==> config.mk <==
export PLATFORM = sky130hd
export DESIGN_NAME = datapath_controller
export DESIGN_NICKNAME = d
export VERILOG_FILES = /design/src/rtl/datapath_controller.sv
export SDC_FILE = /design/constraint.sdc
export NUM_CORES = 1
export LEC_CHECK = 0
export ABC_AREA = 0
export CORE_MARGIN = 1.5
export CORE_UTILIZATION = 44
export CTS_CLUSTER_SIZE = 16
export DETAILED_ROUTE_END_ITERATION = 8
export PLACE_DENSITY = 0.84
export SYNTH_ARGS = -nofsm -noshare
export SYNTH_HDL_FRONTEND = slang
export SYNTH_SLANG_ARGS = --single-unit
==> constraint.sdc <==
create_clock -name clk -period 3.1 [get_ports clk]
set_input_delay 0.62 -clock clk [delete_from_list [all_inputs] [get_ports clk]]
set_output_delay 0.62 -clock clk [all_outputs]
set_load 0.005 [all_outputs]
==> src/rtl/datapath_controller.sv <==
// Multicycle sequencer for the register-file/ALU datapath: one 16-bit instruction per s/w handshake.
// Latches the instruction into IR, then walks read/ALU/write phases with Moore strobes decoded from state and IR.
//
// state  | meaning
// WAIT   | idle, w=1, accept instr when s=1
// DECODE | classify IR; unsupported opcode pulses illegal and returns to WAIT
// WRIMM  | write sign-extended imm8 into Rn
// GETA   | read Rn into A
// GETB   | read Rm into B
// ALU    | load C (or status flags for CMP)
// WRC    | write C into Rd
module datapath_controller #(
   parameter int DATA_W = 16,
   parameter int REG_W  = 3
) (
   input  logic              clk,
   input  logic              resetn,
   input  logic              s,
   input  logic [15:0]       instr,
   output logic              w,
   output logic              illegal,
   output logic [REG_W-1:0]  readnum,
   output logic              loada,
   output logic              loadb,
   output logic              loadc,
   output logic              loads,
   output logic              asel,
   output logic [1:0]        shift,
   output logic [1:0]        aluop,
   output logic [REG_W-1:0]  writenum,
   output logic              write,
   output logic              vsel,
   output logic [DATA_W-1:0] sximm8
);

   typedef enum logic [2:0] {
      S_WAIT   = 3'd0,
      S_DECODE = 3'd1,
      S_WRIMM  = 3'd2,
      S_GETA   = 3'd3,
      S_GETB   = 3'd4,
      S_ALU    = 3'd5,
      S_WRC    = 3'd6
   } state_t;

   state_t      state, state_nxt;
   logic [15:0] ir;

   logic [2:0] opc;
   logic [1:0] op;
   logic       is_mov_imm, is_mov_reg, is_mvn, is_two_op, is_cmp;

   assign opc = ir[15:13];
   assign op  = ir[12:11];

   assign is_mov_imm = (opc == 3'b110) && (op == 2'b10);
   assign is_mov_reg = (opc == 3'b110) && (op == 2'b00);
   assign is_mvn     = (opc == 3'b101) && (op == 2'b11);
   assign is_two_op  = (opc == 3'b101) && (op != 2'b11);
   assign is_cmp     = (opc == 3'b101) && (op == 2'b01);

   always_ff @(posedge clk or negedge resetn) begin
      if (!resetn) begin
         state <= S_WAIT;
         ir    <= 16'h0000;
      end else begin
         state <= state_nxt;
         if (state == S_WAIT && s) ir <= instr;
      end
   end

   always_comb begin
      state_nxt = state;
      w         = 1'b0;
      illegal   = 1'b0;
      readnum   = '0;
      loada     = 1'b0;
      loadb     = 1'b0;
      loadc     = 1'b0;
      loads     = 1'b0;
      asel      = 1'b0;
      writenum  = '0;
      write     = 1'b0;
      vsel      = 1'b0;
      unique case (state)
         S_WAIT: begin
            w = 1'b1;
            if (s) state_nxt = S_DECODE;
         end
         S_DECODE: begin
            if (is_mov_imm)                state_nxt = S_WRIMM;
            else if (is_mov_reg || is_mvn) state_nxt = S_GETB;
            else if (is_two_op)            state_nxt = S_GETA;
            else begin
               illegal   = 1'b1;
               state_nxt = S_WAIT;
            end
         end
         S_WRIMM: begin
            writenum  = REG_W'(ir[10:8]);
            vsel      = 1'b1;
            write     = 1'b1;
            state_nxt = S_WAIT;
         end
         S_GETA: begin
            readnum   = REG_W'(ir[10:8]);
            loada     = 1'b1;
            state_nxt = S_GETB;
         end
         S_GETB: begin
            readnum   = REG_W'(ir[2:0]);
            loadb     = 1'b1;
            state_nxt = S_ALU;
         end
         S_ALU: begin
            // single-operand ops pass B through the ALU with A forced to zero
            asel = is_mov_reg || is_mvn;
            if (is_cmp) begin
               loads     = 1'b1;
               state_nxt = S_WAIT;
            end else begin
               loadc     = 1'b1;
               state_nxt = S_WRC;
            end
         end
         S_WRC: begin
            writenum  = REG_W'(ir[7:5]);
            write     = 1'b1;
            state_nxt = S_WAIT;
         end
         default: begin
            state_nxt = S_WAIT;
         end
      endcase
   end

   assign shift  = ir[4:3];
   assign aluop  = ir[12:11];
   assign sximm8 = {{(DATA_W-8){ir[7]}}, ir[7:0]};

endmodule

# Word-level counts from Yosys, hierarchy flattened
# Cells that the tools add are included.
[op_classes]
n_eq_ne = 13
mux = 22
reduce_logical = 10
[ops]
columns = ["op", "count"]
rows = [
  ["3-bit == test (second input constant)", 5],
  ["3-bit one-hot mux with 5 select lines", 1],
  ["1-bit 2-to-1 mux", 14],
  ["3-bit 2-to-1 mux", 4],
  ["3-bit one-hot mux with 2 select lines", 2],
  ["3-bit by 2-bit == test with 1-bit output (second input constant)", 2],
  ["1-bit logical AND", 6],
  ["2-bit == test (second input constant)", 2],
  ["2-bit != test (second input constant)", 2],
  ["3-bit by 1-bit == test with 1-bit output (second input constant)", 1],
  ["3-bit logical NOT", 1],
  ["2-bit by 1-bit == test with 1-bit output (second input constant)", 1],
  ["2-bit logical NOT", 1],
  ["2-bit 2-to-1 mux", 1],
  ["2-bit OR reduction", 1],
  ["1-bit logical OR", 1],
]
[word_totals]
in_bits = 19
out_inout_bits = 35
ff_bits = 19

# Logic depth before layout (Yosys ltp)
# Gate-level depths: netlist of run 1.
[logic_depth]
depth_word = 6
depth_mapped = 6

# Worst setup path after synthesis of run 1
# No wires, ideal clock.
[synth_timing]
kind = "reg-to-output"
startpoint = "reg state[2]"
endpoint = "out readnum[0]"
arrival_ns = 1.043
setup_slack_ns = 1.437
n_path_buf = 0
stages_incl_launch_ff = 4
path_cell_list = "dfrtp_1 inv_1 nor3_1 a22o_1"
[synth_via]
elab_chain_len = 2
[synth_rtl]
columns = ["element", "line_no", "text"]
rows = [
  ["from (decl)", "46", "state_t state, state_nxt;"],
  ["from (signal assigned)", "67", "state <= state_nxt;"],
  ["3-bit == test or 3-bit by 2-bit == test with 1-bit output (tied branches)", "85", "unique case (state)"],
  ["3-bit one-hot mux with 2 select lines (*)", "85", ""],
  ["to (decl)", "22", "output logic [REG_W-1:0] readnum,"],
]
# Mark *: on every way between the ends. The rest lies on a longest branch, timed or not.

# Final worst setup path of run 1
[layout_timing]
startpoint = "reg state[2]"
endpoint = "out readnum[1]"
# The elaborated chain is that of the path after synthesis.

==> impl_metrics.py, run 1 <==
metrics = {
    "status": {
        "run_status": "completed",
    },
    "clocking": {
        "cts_tree": "yes",
        "cts_hold_repair.buffers": 0,
        "postCtsSetupRepairBufs": 0,
        "clk-insertion-delay-late_ps": 310,
        "clkTransAtPathRegs_ps": 110,
        "clock_buffers_created_by_tritoncts": 3,
        "cts_resized": 0,
        "clockBufferDepth": 2,
        "cts_num_sinks": 19,
        "cts.htree.levels": 1,
        "clock-root-buffer": "sky130_fd_sc_hd__clkbuf_4",
    },
    "worst_setup_path": {
        "crit_required_ps": 2480,
        "critical_path.max_stage_delay_ps": 620,
        "setup.worst_path.start_class": "flop",
        "timing.rr.start": "state[2]",
        "r2r_setup_slack_ps": 1450,
        "crit-reg2reg-capture": "ir[5]",
        "worstPathArrival_ps": 2350,
        "crit_slowest_cell": "sky130_fd_sc_hd__dfrtp_1",
        "worstPathMaxFanout": 13,
        "path_cells": "inv_1 > nor3_1 > a22o_1 > clkdlybuf4s50_1",
        "worstSetupPathType": "flop to output pin",
        "end_kind": "output pin",
        "worst-r2r-cell-count": 3,
    },
    "floorplan": {
        "core_um2": 2520,
        "placementRows": 18,
        "initial_utilization_pct": 47.1,
        "chipHeight_um": 55.0,
        "die_area_um2": 3020,
        "dieWidth_um": 55.0,
        "io_pins": 54,
    },
    "min_path": {
        "hold_path_end": "ir[1]",
        "min_from": "ir[1]",
        "worstHoldPathCells": 1,
        "min_path_type": "flop to flop",
    },
    "global_route": {
        "largest_net_degree_at_the_start_of_global_routing": 20,
        "met1_usage_pct": 21.8,
        "grt_use_total_pct": 17.9,
        "grt_first_pass_wirelength_mm": 3.65,
        "gr-max-usage-layer": "met2",
        "global_route.overflow_total": 0,
        "groute.layer.met2.usage_pct": 27.2,
        "first_global_vias": 794,
        "antenna_found_initial": 0,
        "grt_use_met3_pct": 5.91,
    },
    "sta": {
        "hold_violations": 0,
        "min_period_ps": 2970,
        "rsz0062_at_grt": "false",
        "final_period_util_pct": 95.7,
        "fmax_mhz": 337,
        "worstMarginPinSlew_ps": 828,
        "slew_headroom_pct": 44.6,
        "finalSetupViolCount": 0,
        "setup_ws_ps": 134,
        "timing.setup.tns_ps": 0,
        "maxSlewViolCount": 0,
        "clock_skew_ps": 8.03,
    },
    "power": {
        "power_leakage_nw": 0.637,
        "worst_ir_drop_vdd_v": 0.000656,
        "report.power.total_mw": 1.60,
        "power.density_nw_per_um2": 1010,
    },
    "run": {
        "drv_cap": 0,
    },
    "cells_and_area": {
        "layout.nets": 158,
        "filler_cell_count": 195,
        "synth_to_final_area_change_pct": 32.8,
        "antenna_cells": 0,
        "layout-drive-gt1-share_pct": 18.1,
        "fin_cells": 168,
    },
    "placed_design": {
        "dp.cells": 164,
        "dp_worst_setup_slack_ps": 576,
        "buffer_ports.inserted": 53,
        "finalWeightedCongestion": 0.747,
        "dp.final_hpwl_mm": 1.93,
    },
    "logic_synthesis": {
        "synth_top_cell_by_area": "sky130_fd_sc_hd__dfrtp_1",
        "synthDistinctLibCells": 32,
        "syn_nets": 124,
        "area_share_of_the_leading_cell_type_in_the_synthesized_netlist_pct": 40.0,
        "netlist_area_um2": 1190,
        "synth.area.top_cells": "sky130_fd_sc_hd__dfrtp_1, sky130_fd_sc_hd__buf_4, sky130_fd_sc_hd__mux2_4",
        "syn_inst": 105,
        "syn-mean-instance-area_um2": 11.3,
        "synth_seq_cells": 19,
        "synth-warning-count": 0,
        "ys_seq_area_share_pct": 40.0,
    },
    "routing": {
        "ant_nets": 0,
        "detail_route.wirelength_mm": 2.49,
        "route.detailed.drc": 0,
        "dr_wl_cell_um": 14.8,
        "drt-vias-per-instance": 5.22,
        "drc_marker_count_from_the_first_detailed_route_iteration": 18,
        "route.vias.total": 877,
        "initial_drt_pass_iterations": 4,
    },
}
-- state kept, by name (all words and copies together), names as in the netlist --
name and cells:
state 3, ir 16
-- power by group --
group          switching [mW]  internal (mW)  leakage (nW)
Sequential              0.167          0.375         0.227
Clock                  0.0778         0.0493        0.0139
Combinational           0.307          0.625         0.397
-- routing by layer --
layer	vias to the layer above	share of wire, %
met2	50	52
met3	8	7.1
li1	411	-
met1	408	37
met4	0	3.0
met5	-	0
-- stage by stage --
stage	area (µm²)	utilization (%)	hold slack, ps
2_1_floorplan	1190	-	324
6_report	1580	62.6	546
5_1_grt	1580	62.6	574
3_5_place_dp	1550	61.4	528
4_1_cts	1580	62.6	556
3_3_place_gp	1550	61.4	516
-- synthesized netlist by cell type (all sizes together) --
library cell,number
buf,24
dfrtp,19
mux2,16
nor2,8
o21ai,4
a22o,3
inv,3
mux2i,3
nand2,3
nor3,3
a21oi,2
and2,2
and2b,2
nand2b,2
a211o,1
a211oi,1
a32oi,1
and3,1
nand3b,1
nor2b,1
nor3b,1
nor4,1
nor4b,1
o31ai,1
or4,1
-- cell usage in the layout, fill, tap and decap left out, drive strengths merged, types with 2 or more instances in the layout --
cell            n
clkbuf          3
nor2            8
dfrtp          19
nor3            3
mux2           16
a21oi           2
clkdlybuf4s50  53
a22o            3
nand2b          2
inv             3
nand2           3
o21ai           4
mux2i           3
and2            2
and2b           2
-- final cells by class --
| cell class | instances | area, µm² | share of cell area [%] |
|---|---|---|---|
| multi-input combinational | 59 | 494 | 31.3 |
| timing repair buffer | 53 | 531 | 33.6 |
| sequential | 19 | 475 | 30.1 |
| clock buffer | 3 | 22.5 | 1.43 |
| inverter | 3 | 11.3 | 0.713 |
| clock inverter | 1 | 7.51 | 0.475 |
| tap | 30 | 37.5 | 2.38 |
-- critical path, delay by kind of cell (launching register included) --
kind	cells	cell delay, ps
AOI/OAI and AO/OA	1	230
buffers and inverters	2	700
DFF	1	620
and+or+nand+nor	1	500
-- kinds of logic after synthesis --
group / after synthesis / share of synthesized area [%]
multiplexers: 19 / 20.8
AO/OA/AOI/OAI: 13 / 7.58
AND/OR/NAND/NOR: 27 / 13.2
buffers and inverters: 27 / 18.4
flip-flops: 19 / 40.0
-- how the worst max path moves through the flow --
stage | depth (start not counted) | startpoint | slack (ps) | endpoint
floorplan | 3 | state[2] | 1440 | readnum[0]
global placement | 4 | state[2] | 630 | readnum[1]
detailed placement | 4 | state[2] | 580 | readnum[1]
CTS | 4 | state[2] | 200 | readnum[1]
global route | 4 | state[2] | 2 | readnum[1]
finish | 4 | state[2] | 130 | readnum[1]
Note: power is estimated with default switching activity, not from simulation.
==> run 2, diff against run 1 <==
--- a/config.mk
+++ b/config.mk
@@ -6,6 +6,7 @@
 export NUM_CORES = 1
 export LEC_CHECK = 0
 export ABC_AREA = 0
+export CAP_MARGIN = 20
 export CORE_MARGIN = 1.5
 export CORE_UTILIZATION = 44
 export CTS_CLUSTER_SIZE = 16
==> results of run 2 <==
Same layout as run 1: the final DEF is identical, and so are final timing and power.
==> RTL edit 1, RTL diff (config.mk and constraints of run 2) <==
Encoding of `state_t`: now Gray code (3 bits for 7 states).
--- a/src/rtl/datapath_controller.sv
+++ b/src/rtl/datapath_controller.sv
@@ -34,13 +34,13 @@
 );
 
    typedef enum logic [2:0] {
-      S_WAIT   = 3'd0,
-      S_DECODE = 3'd1,
-      S_WRIMM  = 3'd2,
-      S_GETA   = 3'd3,
-      S_GETB   = 3'd4,
-      S_ALU    = 3'd5,
-      S_WRC    = 3'd6
+      S_WAIT   = 3'b000,
+      S_DECODE = 3'b001,
+      S_WRIMM  = 3'b011,
+      S_GETA   = 3'b010,
+      S_GETB   = 3'b110,
+      S_ALU    = 3'b111,
+      S_WRC    = 3'b101
    } state_t;
 
    state_t      state, state_nxt;
Behaviour: same outputs for any inputs over 10 cycles, from zero or initial values and one cycle with resetn low; not proved beyond that.
==> RTL edit 1 against run 2 <==
- sequential cell count is the same
- area after synthesis shrank 4.8%
- design area shrank 1.7%
- sequential power is essentially flat
- first-iteration DRC count shrank 22%
- die area shrank 4.6%
- worst setup slack gained 0.32 ns
- total power shrank 7.9%
- register-to-register slack lost 0.13 ns
- routed wire length shrank 4.6%
- largest cell class unchanged
- highest routed layer unchanged
==> RTL edit 1: results (changes against run 2) <==
stage,metric,value,unit,change
synth,yosysMostFrequentCell,buf_4,,unchanged
routing,wire_per_inst,14.0,um,was 14.8 um
placed_design,portBuffers,53,,unchanged
final_layout,drive_gt1_share,15.0,%,was 18.1%
worst_setup_path,ff2ff_setup_slack,1.32,ns,was 1.45 ns
worst_setup_path,cp_slowest_stage_delay,0.56,ns,was 0.62 ns
placed_design,place_congestion,0.713,,was 0.747
timing,fin_crit_sh,85.5,%,was 95.7%
worst_setup_path,endpoint,illegal,,was readnum[1]
synth,ys_seq_area_share,42.0,%,was 40.0%
cts,post_cts_buffers,0,,unchanged
status,status,"complete, no violations",,unchanged
cts,cts_buffer_depth,2,,unchanged
synth,synthesis.nets,125,,was 124
synth,ys_top_cells_by_area,"dfrtp_1, mux2_2, buf_4",,"was dfrtp_1, buf_4, mux2_4"
routing,viasPerCell,5.08,,was 5.22
global_route,grt_overflow,0,,unchanged
worst_setup_path,reg2reg_to,ir[12]$_DFFE_PN0P_,,was ir[5]$_DFFE_PN0P_
final_layout,top_regs,"ir (16), state (3)",,unchanged
synth,postSynth.asyncResetShare,100,%,unchanged
final_layout,nNetsFinal,160,,was 158
cts,numCtsBuffers,3,,unchanged
global_route,antenna_found_initial,0,,unchanged
cts,cts_resized,0,,unchanged
global_route,grt_pass1_wl,3960,um,was 3650 um
worst_setup_path,arrival,2.03,ns,was 2.35 ns
final_layout,top_register,ir,,unchanged
min_path,worstHoldPathType,flop to flop,,unchanged
global_route,grt_usage,19.4,%,was 17.9%
cts,clkTransAtPathRegs,0.10,ns,
cts,cts-root-buf,clkbuf_4,,unchanged
timing,skew,0.00195,ns,was 0.00803 ns
power,ir_worst_vdd,0.000552,V,was 0.000656 V
worst_setup_path,cp-startpoint,state[2]$_DFFE_PN0P_,,unchanged
synth,synth_common_cells,"buf_4, dfrtp_1, mux2_2",,"was buf_4, dfrtp_1, mux2_4"
routing,drt-pass1-iter-count,4,,unchanged
global_route,grt_max_degree,20,,unchanged
global_route,grt_pass1_vias,838,,was 794
worst_setup_path,r2r_cells,3,,unchanged
worst_setup_path,crit_fanout,12,,was 13
placed_design,place_hpwl,1800,um,was 1930 um
timing,tightest_slew,0.809,ns,was 0.828 ns
placed_design,dpl_cell_area,1530,um^2,was 1550 um^2
worst_setup_path,cp_slowest_cell,dfrtp_1,,unchanged
timing,tns,0,ns,unchanged
cts,insertion_delay,0.30,ns,
placed_design,pre_cts_ws,0.785,ns,was 0.576 ns
cts,htreeDepth,1,,unchanged
final_layout,diodes,0,,unchanged
synth,yosysUniqueCellTypes,29,,was 32
power,p_leak,0.593,nW,was 0.637 nW
routing,drt_iter0_drc,14,,was 18
synth,synth_flop_cell,dfrtp_1,,unchanged
synth,yosysWarnings,0,,unchanged
worst_setup_path,r2r-start,state[0]$_DFFE_PN0P_,,was state[2]$_DFFE_PN0P_
-- RTL edit 1: cell types whose count changed in the layout (fill, tap and decap cells not counted), moves of 2 or more --
cell / delta
a22o_1: -3
mux2_4: -10
a22oi_1: +3
nand3_1: +2
nor2b_1: +5
mux2_2: +9
a21oi_1: -2
-- RTL edit 1: power breakdown --
part / internal, mW / leakage [nW] / total [mW] / switching [mW]
clock: 0.0502 / 0.0150 / 0.124 / 0.0736
sequential: 0.373 / 0.228 / 0.544 / 0.171
combinational: 0.540 / 0.350 / 0.807 / 0.267
-- RTL edit 1: area by class of cell --
class / instances / area (um^2)
sequential: 19 / 475
tap: 30 / 37.5
timing repair buffer: 54 / 538
clock buffer: 4 / 26.3
fill: 200 / 902
inverter: 3 / 11.3
multi-input combinational: 60 / 464
-- RTL edit 1: cells by family after synthesis --
| family | share of synthesized area [%] |
|---|---|
| flip-flops | 42.0 |
| buffers and inverters | 16.9 |
| AO/OA/AOI/OAI | 6.64 |
| multiplexers | 17.6 |
| AND/OR/NAND/NOR | 16.8 |
-- RTL edit 1: worst min path at each step --
stage	endpoint	cells past startpoint	from
final	ir[4]$_DFFE_PN0P_	1	ir[4]$_DFFE_PN0P_
after global routing	ir[1]$_DFFE_PN0P_	1	ir[1]$_DFFE_PN0P_
after CTS	ir[4]$_DFFE_PN0P_	1	ir[4]$_DFFE_PN0P_
after detailed placement	ir[1]$_DFFE_PN0P_	1	ir[1]$_DFFE_PN0P_
after global placement	ir[4]$_DFFE_PN0P_	1	ir[4]$_DFFE_PN0P_
after floorplan	ir[0]$_DFFE_PN0P_	0	resetn
-- RTL edit 1: per-stage QoR --
stage,std cells,hold slack [ns]
3_5_place_dp,166,0.526
2_1_floorplan,106,0.324
6_report,170,0.543
3_3_place_gp,166,0.513
4_1_cts,170,0.553
5_1_grt,170,0.572
-- RTL edit 1: critical path, delay by kind of cell (launching register included) --
kind | cells | cell delay [ns]
buf+inv | 1 | 0.50
flops | 1 | 0.56
simple gates | 3 | 0.67
-- RTL edit 1: metal layers --
| metal | up-vias | wire [um] | GRT usage (%) |
|---|---|---|---|
| li1 | 416 | - | - |
| met1 | 413 | 969 | 25.1 |
| met2 | 29 | 1210 | 29.1 |
| met3 | 5 | 173 | 8.33 |
| met4 | 0 | 25 | 6.41 |
| met5 | - | 0 | 0 |
==> RTL edit 2, RTL diff (config.mk and constraints of run 2) <==
Made on the original files. The parameter `DATA_W` goes from 16 to 24.
--- a/src/rtl/datapath_controller.sv
+++ b/src/rtl/datapath_controller.sv
@@ -10,7 +10,7 @@
 // ALU    | load C (or status flags for CMP)
 // WRC    | write C into Rd
 module datapath_controller #(
-   parameter int DATA_W = 16,
+   parameter int DATA_W = 24,
    parameter int REG_W  = 3
 ) (
    input  logic              clk,
Interface: changed (resized sximm8); port bits go from 54 to 62. The function was not compared with the original's and may differ.
==> RTL edit 2 against run 2 <==
- core utilization fell by 2.0 points
- worst setup slack improved by 0.10 ns
- area after synthesis increased by 5.1%
- total power rose by 6.6%
- synthesized cell count up 7.6%
- design area is 5.0% higher
- sequential cell count did not move
- routed wire length is 2.8% lower
- highest routed layer unchanged
==> RTL edit 2: results (changes against run 2) <==
stage,metric,value,unit,change
timing,skew,0.000785,ns,was 0.00803 ns
power,p_leak,0.672,nW,was 0.637 nW
power,netSwitchingPower,0.574,mW,was 0.552 mW
final_layout,multi_input_area,494,um^2,unchanged
placed_design,place_hpwl,1910,um,was 1930 um
placed_design,dpl_cell_area,1630,um^2,was 1550 um^2
synth,yosysWarnings,0,,unchanged
worst_setup_path,reg2reg_to,ir[4]$_DFFE_PN0P_,,was ir[5]$_DFFE_PN0P_
synth,yosysUniqueCellTypes,32,,unchanged
placed_design,place_congestion,0.776,,was 0.747
global_route,grt_pass1_vias,914,,was 794
worst_setup_path,crit_fanout,13,,unchanged
final_layout,final-clk-cell-share,1.66,%,was 1.90%
final_layout,final.fill_count,217,,was 195
routing,drt_iter0_drc,25,,was 18
final_layout,num-nonclk-buffers,61,,was 53
timing,holdWs,0.548,ns,was 0.546 ns
power,seq_power_share,32.2,%,was 33.8%
final_layout,layout.nonclk_buf_share,36.8,%,was 33.6%
worst_setup_path,endpoint,readnum[1],,unchanged
min_path,worstHoldPathType,flop to flop,,unchanged
power,comb_cell_power,1.03,mW,was 0.932 mW
cts,insertion_delay,0.30,ns,
worst_setup_path,arrival,2.25,ns,was 2.35 ns
status,status,"complete, no violations",,unchanged
synth,synth_flop_cell,dfrtp_1,,unchanged
synth,ys_seq_area_share,38.1,%,was 40.0%
power,ir_worst_vdd,0.000695,V,was 0.000656 V
synth,synth_common_cells,"buf_4, dfrtp_1, mux2_4",,unchanged
final_layout,nNetsFinal,166,,was 158
synth,ys_top_cells_by_area,"dfrtp_1, buf_4, mux2_4",,unchanged
global_route,grt_pass1_wl,4060,um,was 3650 um
routing,viasPerCell,5.13,,was 5.22
final_layout,inverters,3,,unchanged
routing,drt-pass1-iter-count,4,,unchanged
final_layout,seq_share,28.7,%,was 30.1%
synth,synth_top_area_cell,dfrtp_1,,unchanged
worst_setup_path,r2r-start,state[2]$_DFFE_PN0P_,,unchanged
final_layout,top_regs,"ir (16), state (3)",,unchanged
worst_setup_path,ff2ff_setup_slack,1.46,ns,
cts,numCtsBuffers,3,,unchanged
synth,ys_ff_latch,19,,unchanged
cts,cts-root-buf,clkbuf_4,,unchanged
global_route,grt_max_degree,20,,unchanged
cts,post_cts_buffers,0,,unchanged
worst_setup_path,cp-startpoint,state[2]$_DFFE_PN0P_,,unchanged
final_layout,diodes,0,,unchanged
placed_design,portBuffers,61,,was 53
final_layout,drive_gt1_share,17.1,%,was 18.1%
global_route,grt_usage,16.1,%,was 17.9%
synth,synthesis.nets,132,,was 124
cts,clkTransAtPathRegs,0.11,ns,about the same
timing,slew_headroom,44.5,%,was 44.6%
routing,wirelength,2420,um,was 2490 um
synth,postSynth.asyncResetShare,100,%,unchanged
RTL edit 2: kinds of logic (layout without fill, tap and decap cells):
kind of cell	Yosys count	count (layout)	synth area share [%]
buf+inv	35	68	22.3
simple gates	27	27	12.5
mux	19	19	19.8
flops	19	19	38.1
compound gates	13	13	7.22
RTL edit 2: worst min-delay path by stage:
| stage | startpoint | to | cells past startpoint |
|---|---|---|---|
| after floorplan | resetn | ir[0]$_DFFE_PN0P_ | 0 |
| after global placement | ir[4]$_DFFE_PN0P_ | ir[4]$_DFFE_PN0P_ | 1 |
| after CTS | ir[0]$_DFFE_PN0P_ | ir[0]$_DFFE_PN0P_ | 1 |
| after global routing | ir[4]$_DFFE_PN0P_ | ir[4]$_DFFE_PN0P_ | 1 |
| final | ir[0]$_DFFE_PN0P_ | ir[0]$_DFFE_PN0P_ | 1 |
| after detailed placement | ir[5]$_DFFE_PN0P_ | ir[5]$_DFFE_PN0P_ | 1 |
RTL edit 2: metrics by stage:
step	instances	worst slack [ns]	total power, mW	util, %
6_report	177	0.235	1.71	60.6
2_1_floorplan	113	1.44	1.32	-
5_1_grt	177	0.0186	1.83	60.6
4_1_cts	177	0.244	1.72	60.6
3_3_place_gp	173	0.643	1.56	59.6
3_5_place_dp	173	0.584	1.60	59.6
RTL edit 2: worst max-delay path: stages, from the launching register on:
cell	delay, ns
dfrtp_1	0.62
inv_1	0.17
nor3_1	0.41
a22o_1	0.23
clkdlybuf4s50_1	0.52
RTL edit 2: routing by layer:
metal | global-route usage, % | part of all wire, % | vias to the layer above
met5 | 0 | 0 | -
li1 | - | - | 431
met4 | 6.46 | 1.6 | 0
met1 | 18.3 | 41 | 417
met2 | 29.7 | 51 | 55
met3 | 2.30 | 6.3 | 5
